**src/rtl/hilo_muldiv.sv**
```systemverilog
// -----------------------------------------------------------------------------
// hilo_muldiv
//   Multi-cycle unsigned multiply/divide unit that sits in the EX stage beside
//   the single-cycle ALU. It owns the HI/LO register pair and executes the
//   funct codes the ALU leaves alone: MULTU, DIVU, MFHI and MFLO.
//   MULTU/DIVU take one iteration per cycle for WIDTH cycles; busy tells the
//   hazard unit to hold IF/ID/EX while an operation is in flight.
//
// Ports
//   clk      in   rising-edge clock
//   reset    in   asynchronous active-low reset
//   start    in   EX presents a muldiv-class instruction this cycle
//   Signal   in   6-bit funct code (MULTU=25, DIVU=27, MFHI=16, MFLO=18)
//   dataA    in   rs operand: multiplicand / dividend
//   dataB    in   rt operand: multiplier / divisor
//   busy     out  registered; operation in flight, start not accepted
//   done     out  one-cycle pulse, HI/LO were just written
//   dataOut  out  registered MFHI/MFLO result
//   hi, lo   out  HI and LO registers
// -----------------------------------------------------------------------------
module hilo_muldiv #(
    parameter int WIDTH = 32,
    parameter int CNT_W = 6
) (
    input  logic             clk,
    input  logic             reset,
    input  logic             start,
    input  logic [5:0]       Signal,
    input  logic [WIDTH-1:0] dataA,
    input  logic [WIDTH-1:0] dataB,
    output logic             busy,
    output logic             done,
    output logic [WIDTH-1:0] dataOut,
    output logic [WIDTH-1:0] hi,
    output logic [WIDTH-1:0] lo
);

    localparam logic [5:0] F_MFHI  = 6'd16;
    localparam logic [5:0] F_MFLO  = 6'd18;
    localparam logic [5:0] F_MULTU = 6'd25;
    localparam logic [5:0] F_DIVU  = 6'd27;

    typedef enum logic [1:0] {
        S_IDLE,
        S_MUL,
        S_DIV,
        S_DONE
    } state_t;

    state_t             r_state;
    logic [CNT_W-1:0]   r_cnt;
    logic [WIDTH-1:0]   r_a;     // multiplicand (MUL) / divisor is r_b (DIV)
    logic [WIDTH-1:0]   r_b;     // MUL: multiplier, low product bits shift in from the top
    logic [WIDTH-1:0]   r_acc;   // MUL: upper half of the product accumulator
    logic [WIDTH-1:0]   r_rem;   // DIV: partial remainder
    logic [WIDTH-1:0]   r_quot;  // DIV: dividend bits shifting out, quotient bits shifting in

    logic               w_accept;
    logic               w_last;
    logic [WIDTH:0]     w_madd;
    logic [WIDTH-1:0]   w_mlo_nx;
    logic [WIDTH:0]     w_rem_sh;
    logic               w_ge;
    logic [WIDTH-1:0]   w_rem_nx;
    logic [WIDTH-1:0]   w_quot_nx;

    assign w_accept = start && (r_state == S_IDLE || r_state == S_DONE);
    assign w_last   = (r_cnt == CNT_W'(WIDTH - 1));

    // Shift-add step: the 64-bit accumulator is {r_acc, r_b}. The multiplier
    // occupies the low half and is consumed LSB-first while product bits
    // enter from the top, so the whole product is {r_acc, r_b} after WIDTH steps.
    // The add is WIDTH+1 bits wide so the carry lands in the shifted result.
    assign w_madd   = {1'b0, r_acc} + (r_b[0] ? {1'b0, r_a} : '0);
    assign w_mlo_nx = {w_madd[0], r_b[WIDTH-1:1]};

    // Restoring step. The shifted remainder needs WIDTH+1 bits (it can reach
    // 2*b-1); when it is >= b the difference is < b, so WIDTH bits hold it.
    assign w_rem_sh  = {r_rem, r_quot[WIDTH-1]};
    assign w_ge      = (w_rem_sh >= {1'b0, r_b});
    assign w_rem_nx  = w_ge ? (w_rem_sh[WIDTH-1:0] - r_b) : w_rem_sh[WIDTH-1:0];
    assign w_quot_nx = {r_quot[WIDTH-2:0], w_ge};

    always_ff @(posedge clk or negedge reset) begin
        if (!reset) begin
            r_state <= S_IDLE;
            r_cnt   <= '0;
            r_a     <= '0;
            r_b     <= '0;
            r_acc   <= '0;
            r_rem   <= '0;
            r_quot  <= '0;
            busy    <= 1'b0;
            done    <= 1'b0;
            dataOut <= '0;
            hi      <= '0;
            lo      <= '0;
        end else begin
            done <= 1'b0;
            case (r_state)
                S_MUL: begin
                    r_acc <= w_madd[WIDTH:1];
                    r_b   <= w_mlo_nx;
                    r_cnt <= r_cnt + 1'b1;
                    if (w_last) begin
                        hi      <= w_madd[WIDTH:1];
                        lo      <= w_mlo_nx;
                        r_cnt   <= '0;
                        r_state <= S_DONE;
                        busy    <= 1'b0;
                        done    <= 1'b1;
                    end
                end
                S_DIV: begin
                    r_rem  <= w_rem_nx;
                    r_quot <= w_quot_nx;
                    r_cnt  <= r_cnt + 1'b1;
                    if (w_last) begin
                        hi      <= w_rem_nx;
                        lo      <= w_quot_nx;
                        r_cnt   <= '0;
                        r_state <= S_DONE;
                        busy    <= 1'b0;
                        done    <= 1'b1;
                    end
                end
                default: begin
                    // IDLE and DONE both accept; DONE falls back to IDLE
                    // unless a new multi-cycle operation starts.
                    r_state <= S_IDLE;
                    if (w_accept) begin
                        case (Signal)
                            F_MULTU: begin
                                r_a     <= dataA;
                                r_b     <= dataB;
                                r_acc   <= '0;
                                r_cnt   <= '0;
                                r_state <= S_MUL;
                                busy    <= 1'b1;
                            end
                            F_DIVU: begin
                                r_a     <= dataA;
                                r_b     <= dataB;
                                r_rem   <= '0;
                                r_quot  <= dataA;
                                r_cnt   <= '0;
                                r_state <= S_DIV;
                                busy    <= 1'b1;
                            end
                            F_MFHI:  dataOut <= hi;
                            F_MFLO:  dataOut <= lo;
                            default: ;
                        endcase
                    end
                end
            endcase
        end
    end

endmodule
```
**config.mk**
```make
export PLATFORM = sky130hd
export DESIGN_NAME = hilo_muldiv
export DESIGN_NICKNAME = d
export VERILOG_FILES = /design/src/rtl/hilo_muldiv.sv
export SDC_FILE = /design/constraint.sdc
export NUM_CORES = 1
export LEC_CHECK = 0
export BUFFER_PORTS_ARGS = -buffer_cell sky130_fd_sc_hd__clkbuf_2
export CAP_MARGIN = 10
export CORE_MARGIN = 5
export CORE_UTILIZATION = 35
export DETAILED_ROUTE_END_ITERATION = 10
export SYNTH_ARGS = -nofsm -noshare
export SYNTH_HDL_FRONTEND = slang
export SYNTH_SLANG_ARGS = --single-unit
export TNS_END_PERCENT = 20
```
**constraint.sdc**
```tcl
create_clock -name clk -period 10 [get_ports clk]
set_input_delay 1.5 -clock clk [delete_from_list [all_inputs] [get_ports clk]]
set_output_delay 1.5 -clock clk [all_outputs]
set_load 0.1 [all_outputs]
```
# [Word-level counts from Yosys, hierarchy flattened]
# Index checks and enable logic that the tools add are counted.
[word_totals] regBits=266 input_bits=73 word_cells=87 output_inout_bits=98
[classes] bitwise_logic=3 order_cmp=1 mux=35 reduce_logical=22 n_addsub=3 eq_ne=11
[ops] cell="32-bit two-way mux" count=14
[ops] cell="32-bit case mux with 2 select lines" count=7
[ops] cell="32-bit by 32-bit adder with 33-bit output" count=1
[ops] cell="33-bit by 32-bit greater-or-equal comparator with 1-bit output" count=1
[ops] cell="32-bit subtractor" count=1
[ops] cell="6-bit by 5-bit equality test with 1-bit output (second input constant)" count=5
[ops] cell="6-bit two-way mux" count=4
[ops] cell="3-bit AND reduction" count=7
[ops] cell="2-bit nonzero test" count=9
[ops] cell="6-bit by 1-bit adder with 6-bit output (second input constant)" count=1
[ops] cell="1-bit two-way mux" count=6
[ops] cell="2-bit two-way mux" count=3
[ops] cell="2-bit equality test (second input constant)" count=2
[ops] cell="2-bit != test (second input constant)" count=2
[ops] cell="2-bit case mux with 2 select lines" count=1
[ops] cell="2-bit OR reduction" count=2
[ops] cell="1-bit inverter" count=3
[ops] cell="2-bit by 1-bit equality test with 1-bit output (second input constant)" count=1
[ops] cell="2-bit zero test" count=1
[ops] cell="2-bit by 1-bit != test with 1-bit output (second input constant)" count=1
[ops] cell="2-bit AND reduction" count=1
[ops] cell="1-bit logical AND" count=1
[ops] cell="1-bit logical OR" count=1

# [Logic depth before layout (Yosys ltp)]
# Gate-level depths: netlist of run 1.
[depth] word_depth=5 mapped_depth=14 ltp_nobuf=13

# [Worst setup path after synthesis of run 1]
# OpenSTA, ideal clock, no wires.
[synth_timing] path_kind="input -> register" start="in Signal[2]" end="reg r_rem[2]" t_arrival_ps=3109 path_buffers=3 setup_ps=137 path_slack_ps=6753 cell_stages=10 cell_sequence="nor3b_1 > and3_1 > and3_1 > clkbuf_1 > nand2_1 > a21o_1 > clkbuf_1 > clkbuf_1 > nand2_1 > o21ai_0"
[synth_via] elab_chain_len=3
[synth_lines] item="start: declaration" line="28" source="input logic [5:0] Signal,"
[synth_lines] item="6-bit by 5-bit equality test with 1-bit output" line="132" source="case (Signal)"
[synth_lines] item="2-bit nonzero test (no source line)"
[synth_lines] item="3-bit AND reduction (no source line)"
[synth_lines] item="end signal: assignment" line="115" source="r_rem <= w_rem_nx;"
[synth_lines] item="end: declaration" line="55" source="logic [WIDTH-1:0] r_rem;"
# Every way passes these cells.
# A chain may end at the register's enable or synchronous reset.

# [Worst setup path after layout of run 1]
[layout_timing] start="reg r_state[1]" end="reg hi[31]"
[layout_via] elab_chain_len=3
[layout_lines] item="start: declaration" line="50" source="state_t r_state;"
[layout_lines] item="start signal: assignment" line="86" source="r_state <= S_IDLE;"
[layout_lines] item="start signal: assignment" line="109" source="r_state <= S_DONE;"
[layout_lines] item="start signal: assignment" line="122" source="r_state <= S_DONE;"
[layout_lines] item="2-bit by 1-bit equality test with 1-bit output / 2-bit equality test (equally long branches)" line="100" source="case (r_state)"
[layout_lines] item="2-bit != test (no source line) / 2-bit nonzero test (equally long branches)"
[layout_lines] item="3-bit AND reduction (no source line)"
[layout_lines] item="end signal: assignment" line="106" source="hi <= w_madd[WIDTH:1];"
[layout_lines] item="end signal: assignment" line="119" source="hi <= w_rem_nx;"
[layout_lines] item="end: declaration" line="34" source="output logic [WIDTH-1:0] hi,"
# Several ways; a longest one is shown, not always the timed one.

==> results of run 1 <==
[sequential cells by signal, summed over array words and instances, names as in the netlist]
signal,count
r_cnt,6
busy,1
done,1
r_rem,32
r_acc,32
r_b,32
r_state,2
lo,32
r_a,32
hi,32
dataOut,32
r_quot,32
[synthesized netlist by cell type, types with 12 or more instances]
master    instances  area share, %
and2_1           40            1.6
a21oi_1         118            3.8
a22o_1           26            1.5
nor2_1           98            2.4
nand3_1          25           0.81
nand2_1         299            7.2
dfrtp_1         266             43
a21o_1           27            1.3
inv_1            56            1.4
xnor2_1          28            1.6
ha_1             67            5.4
a31oi_1          14           0.56
xor2_1           26            1.5
mux2i_1         145            9.4
clkbuf_1         82            2.0
nor3_1           18           0.58
o21ai_0         183            5.9
nand4_1          12           0.48
[critical path: stages (launching register included)]
cell      delay, ns
dfrtp_1        0.43
inv_1          0.08
ha_2           0.63
clkinv_1       0.83
nor2_1         0.89
buf_4          0.37
nand3_1        0.11
o21a_1         0.20
o221ai_1       0.19
[metal layers]
layer | wire length (um) | part of all wire (%)
met3 | 3137 | 6.2
met1 | 22940 | 46
met2 | 22900 | 46
met5 | 0 | 0
met4 | 1246 | 2.5
[worst max-delay path by stage]
stage	depth (start not counted)	end	slack (ns)
finish	8	hi[31]$_DFFE_PN0P_	6.14
global placement	9	r_rem[8]$_DFFE_PN0P_	6.00
global route	13	hi[30]$_DFFE_PN0P_	5.90
detailed placement	9	r_rem[30]$_DFFE_PN0P_	5.93
CTS	13	hi[26]$_DFFE_PN0P_	6.22
floorplan	10	r_rem[2]$_DFFE_PN0P_	6.75
[metrics by stage]
stage               cells  setup slack (ns)  cell area, um2
finish               2457             6.142           17950
global route         2457             5.898           17950
CTS                  2457             6.219           17950
detailed placement   2401             5.926           16900
global placement     2401             6.003           16900
floorplan            1723             6.753           15510
[cell families after synthesis]
family | after synthesis | share of synthesized area, %
DFF | 266 | 42.91
buffers and inverters | 159 | 3.993
muxes | 148 | 9.575
adders and majority gates | 69 | 5.663
AOI/OAI and AO/OA | 488 | 19.55
xor gates and xnor gates | 54 | 3.049
and+or+nand+nor | 539 | 15.25
[area by class of cell]
class	instances	area, um2
clock buffers	40	858.3
clock inverters	16	183.9
fillers	4393	26080
inverters	58	217.7
multi-input cells	1298	8288
flip-flops and latches	266	6656
well taps	592	740.7
repair buffers	187	1001
[power by group]
group          switching [mW]  internal [mW]
clock network           0.484          0.683
registers               0.229           1.29
logic                    1.41          0.738
==> summary.md, run 1 <==
| Metric | Value |
|---|---|
| Outcome | finished, final reports clean |
| Worst hold slack | ~0.47 ns |
| Total GRT Usage | about a fifth |
| Seq cells post-synth | between 200 and 300 |
| Worst min path class | register to register |
| Initial antenna violation count | 0 |
| Average size of a mapped cell | approximately 9 um2 |
| Slew headroom | 33.58% |
| Most Crowded Layer GR | met2 |
| Critical Path RT | 10.48 ns |
| Final period util | around two fifths |
| Crit path arrival time | between 4 and 5 ns |
| Number of synthesized flops with an enable pin | 0 |
| Wire length per cell | around 20 um |
| First-pass GRT wire length | 77310 um |
| Row count | between 70 and 80 |
| Port Buffers | 170 |
| Final setup viols | 0 |
| Post-synthesis cell count | roughly 1700 |
| Cts repair resizes | 0 |
| Post-CTS setup buffers | 0 |
| Vias in the first global route | 12896 |
| Final-stage net count | approximately 2000 |
| CTS H-tree lvls | 1 |
| Pwr Density | 269.4 nW/um2 |
| Max Slew Vio Count | 0 |
| Number of iterations in the first detailed-routing pass | 5 |
| Most common library cell in the layout ignoring fill and taps | nand2_1 |
| Seq/Total Area, Yosys | a little over two fifths |
| Max Root-Sink Buffers | 3 |
| CTS clock-pin slew for the worst setup and hold paths | approximately 0.07 ns |
| Worst reg2reg endpoint | hi[31]$_DFFE_PN0P_ |
| Hold EP | r_a[25]$_DFFE_PN0P_ |
| Most frequent cells in the layout | 298 x nand2_1, 266 x dfrtp_1, 183 x o21ai_0, 169 x clkbuf_2, 145 x mux2i_1 |
| Clk Latency, worst-skew pair | roughly 0.59 ns |
| Die Width | between 200 and 250 um |
| Startpoint types | register |
| Reg2reg start | r_state[1]$_DFFE_PN0P_ |
| Worst Path Class, Setup | register to register |
| Final GP Congestion | 0.8429 |
| Worst VDD drop | 140.4 uV |
| HP Start | r_a[25]$_DFFE_PN0P_ |
| Post-Route WL | around 50000 um |
| Total negative slack | 0 ns |
| Hold path depth | 2 |
| Met2 usage | between 30% and 40% |
| CTS Buf Count | 30 |
| Largest net degree at the start of global routing | about 160 |
| Minimum clock period | 3.858 ns |
| Vias per cell | 5.406 |
| CTS tree | built |
| Met3 usage | 2.996% |
| Fin. Hold Viols | 0 |
| Crit path launch | r_state[1]$_DFFE_PN0P_ |
| Cell Area, Synth | around 16000 um2 |
| Max-Cap Viols | 0 |
| I/O Pins | roughly 170 |
| CP Max Fanout | 24 |
| Worst Reg-to-Reg Cells | 8 |
| Main synth FF type | dfrtp_1 |
| Root Driver | clkbuf_16 |
| DRT antenna net count | 0 |
| LEAKAGE | approximately 8.5 nW |
| Via count | approximately 13000 |
| Pwr Total | 4.834 mW |
| R2R Setup Slk | slightly above 6 ns |
| YS warnings | 0 |
| Diode count | 0 |
| DRT iter0 DRCs | about 1100 |
| Final Core Density | around two fifths |
| Area Overhead vs Synth | 15.70% |
| RSZ-0062 raised after global routing | false |
| Share of post-route cells with drive strength above 1 | 14.37% |
| Core footprint | 44030 um2 |
| Async SR Flop Fraction | 100.0% |
| Crit end category | register |
| Peak Freq | around 260 MHz |
| Die Span Y | 220.5 um |
| Worst slew pin tran | 0.9963 ns |
| DP Wirelength | approximately 37000 um |
| Die area | just under 50000 um2 |
| # DRC | 0 |
| Total gr overflow | 0 |
| Synth unique cells | between 70 and 80 |
| Starting density of the core | between 30% and 40% |
| M1 GR Usage | approximately 29% |
| CTS sink count | about 270 |
| Clock Skew | about 0.016 ns |
| Synthesized net count | between 1500 and 2000 |
| CTS Hold Bufs | 0 |
Note: power is estimated with default switching activity, not from simulation.
==> run 2, diff against run 1 <==
==> constraint.sdc (replaced) <==
create_clock -name clk -period 3.95 [get_ports clk]
set_input_delay 0.5925 -clock clk [delete_from_list [all_inputs] [get_ports clk]]
set_output_delay 0.5925 -clock clk [all_outputs]
set_load 0.1 [all_outputs]
==> summary.md, run 2 (synthesized netlist as in run 1, its figures left out) <==
| Metric | Value |
|---|---|
| LEAKAGE | roughly 8.6 nW |
| Comb pwr share | between 40 and 50% |
| Failing checks | negative hold slack |
| # DRC | 0 |
| Psw | 5.338 mW |
| Final setup viols | 0 |
| Worst Path Class, Setup | register to register |
| Max Slew Vio Count | 0 |
| Crit path buf inv count | 2 |
| I/O Pins | 171 |
| Worst reg2reg endpoint | hi[29]$_DFFE_PN0P_ |
| Critical Path RT | ~4.4 ns |
| CTS Hold Bufs | 0 |
| Initial antenna violation count | 0 |
| Most common library cell in the layout ignoring fill and taps | nand2_1 |
| Die area | 48630 um2 |
| Final period util | ~92% |
| Most frequent cells in the layout | 298 x nand2_1, 266 x dfrtp_1, 183 x o21ai_0, 169 x clkbuf_2, 145 x mux2i_1 |
| Minimum clock period | 3.624 ns |
| Max Root-Sink Buffers | 3 |
| Crit path launch | r_b[0]$_DFFE_PN0P_ |
| Internal power | between 6 and 7 mW |
| Total negative slack | 0 ns |
| Crit path arrival time | 4.04 ns |
| Port Buffers | 170 |
| Starting density of the core | a little over a third |
| Core footprint | between 40000 and 50000 um2 |
| CTS tree | built |
| Worst setup margin | 0.3262 ns |
| Largest net degree at the start of global routing | 93 |
| Final GP Congestion | 0.9093 |
| Critical path's largest stage delay | 0.51 ns |
| Post-Place Worst Slack | approximately 0.34 ns |
| CTS H-tree lvls | 1 |
| Final Core Density | between 40 and 50% |
| Wire length per cell | around 20 um |
| Vias in the first global route | between 10000 and 15000 |
| CTS Buf Count | 29 |
| Final-stage net count | 1997 |
| Net Sw Frac | 43.48% |
| Root Driver | clkbuf_16 |
| Cts repair resizes | 0 |
| Die Span Y | around 220 um |
| R2R Setup Slk | between 0.3 and 0.4 ns |
| Die Width | about 220 um |
| DRT iter0 DRCs | about 1100 |
| Slew headroom | between 30% and 40% |
| Worst Reg-to-Reg Cells | 13 |
| First-pass GRT wire length | ~78000 um |
| Clock power share | around a quarter |
| CP Max Fanout | 31 |
| CTS sink count | ~270 |
| Area Overhead vs Synth | 16.24% |
| Design area | approximately 18000 um2 |
| Crit end category | register |
| Reg2reg start | r_b[0]$_DFFE_PN0P_ |
| DP Wirelength | ~38000 um |
| WP depth | 13 |
| Fillers | 4422 |
| Worst VDD drop | ~370 uV |
| Max-Cap Viols | 0 |
| Slowest CP cell | a2111oi_1 |
| Placement Cell Area | around 17000 um2 |
| Outcome | complete, but fails checks |
| Peak Freq | around 280 MHz |
| Worst hold slack | -0.0007738 ns |
| Pwr Density | slightly below 700 nW/um2 |
| Critical path's top delay family | compound AO/OA/AOI/OAI gates |
| Sequential power share | a little under a third |
| Total gr overflow | 0 |
| Startpoint types | register |
| Critical path, cell by cell | buf_4, and2_1, ha_1, a21oi_1, nor2b_1, o21a_1, a2111oi_1, buf_4, a211oi_1, nor3_1, o21ai_0, a32oi_1, o21ai_0 |
| Vias per cell | ~5.5 |
| Post-CTS setup buffers | 0 |
| Diode count | 0 |
| Clock Skew | 0.01925 ns |
| Crit path to | hi[29]$_DFFE_PN0P_ |
| Post-Route WL | a little over 50000 um |
| Fin. Hold Viols | 1 |
| Share of post-route cells with drive strength above 1 | approximately 15% |
| Number of iterations in the first detailed-routing pass | 5 |
| Total GRT Usage | slightly above 20% |
| DRT antenna net count | 0 |
| Worst min path class | primary input to asynchronous set/reset pin |
| CTS clock-pin slew for the worst setup and hold paths | about 0.060 ns |
| Row count | 77 |
| Worst slew pin tran | ~1.0 ns |
| RSZ-0062 raised after global routing | false |
| Via count | roughly 13000 |
| Clk Latency, worst-skew pair | ~0.57 ns |
run 2: layout make-up:
type	instances	area (um2)	share of cell area [%]
tap	592	740.7	4.108
clock buffer	42	844.6	4.684
clock inverter	9	155.1	0.8605
sequential	266	6656	36.92
timing repair buffer	202	1126	6.246
inverter	58	217.7	1.207
multi-input combinational	1298	8289	45.97
run 2: power by group through the flow:
stage | clock [mW] | sequential (mW) | combinational [mW]
floorplan | 0 | 4.34 | 3.47
global placement | 0 | 3.93 | 5.40
detailed placement | 0 | 3.95 | 5.43
CTS | 2.95 | 3.90 | 5.47
global route | 3.05 | 3.96 | 6.00
finish | 2.89 | 3.90 | 5.48
run 2: worst min path at each step:
stage | endpoint | from | depth (start not counted) | slack, ns
after floorplan | busy$_DFFE_PN0P_ | reset | 0 | 0.30
after global placement | r_a[2]$_DFFE_PN0P_ | r_a[2]$_DFFE_PN0P_ | 2 | 0.45
after detailed placement | r_a[10]$_DFFE_PN0P_ | r_a[10]$_DFFE_PN0P_ | 2 | 0.46
after CTS | r_b[9]$_DFFE_PN0P_ | reset | 1 | 0.06
after global routing | lo[8]$_DFFE_PN0P_ | reset | 1 | 0.08
final | dataOut[2]$_DFFE_PN0P_ | reset | 1 | -0.0008
run 2: per-layer routing:
metal  up-vias  track usage [%]  share of wire, %
met4         0            6.099               3.4
met3        74            3.174               6.2
met1      6546            28.35                45
li1       6362                -                 -
met2       472            33.35                45
met5         -                0                 0
run 2: stage by stage:
| stage | hold slack (ns) | total power [mW] | cells |
|---|---|---|---|
| detailed placement | 0.4556 | 9.379 | 2416 |
| global placement | 0.4537 | 9.325 | 2416 |
| floorplan | 0.2969 | 7.806 | 1723 |
| CTS | 0.06166 | 12.32 | 2467 |
| finish | -0.0007738 | 12.28 | 2467 |
| global route | 0.08021 | 13.01 | 2467 |
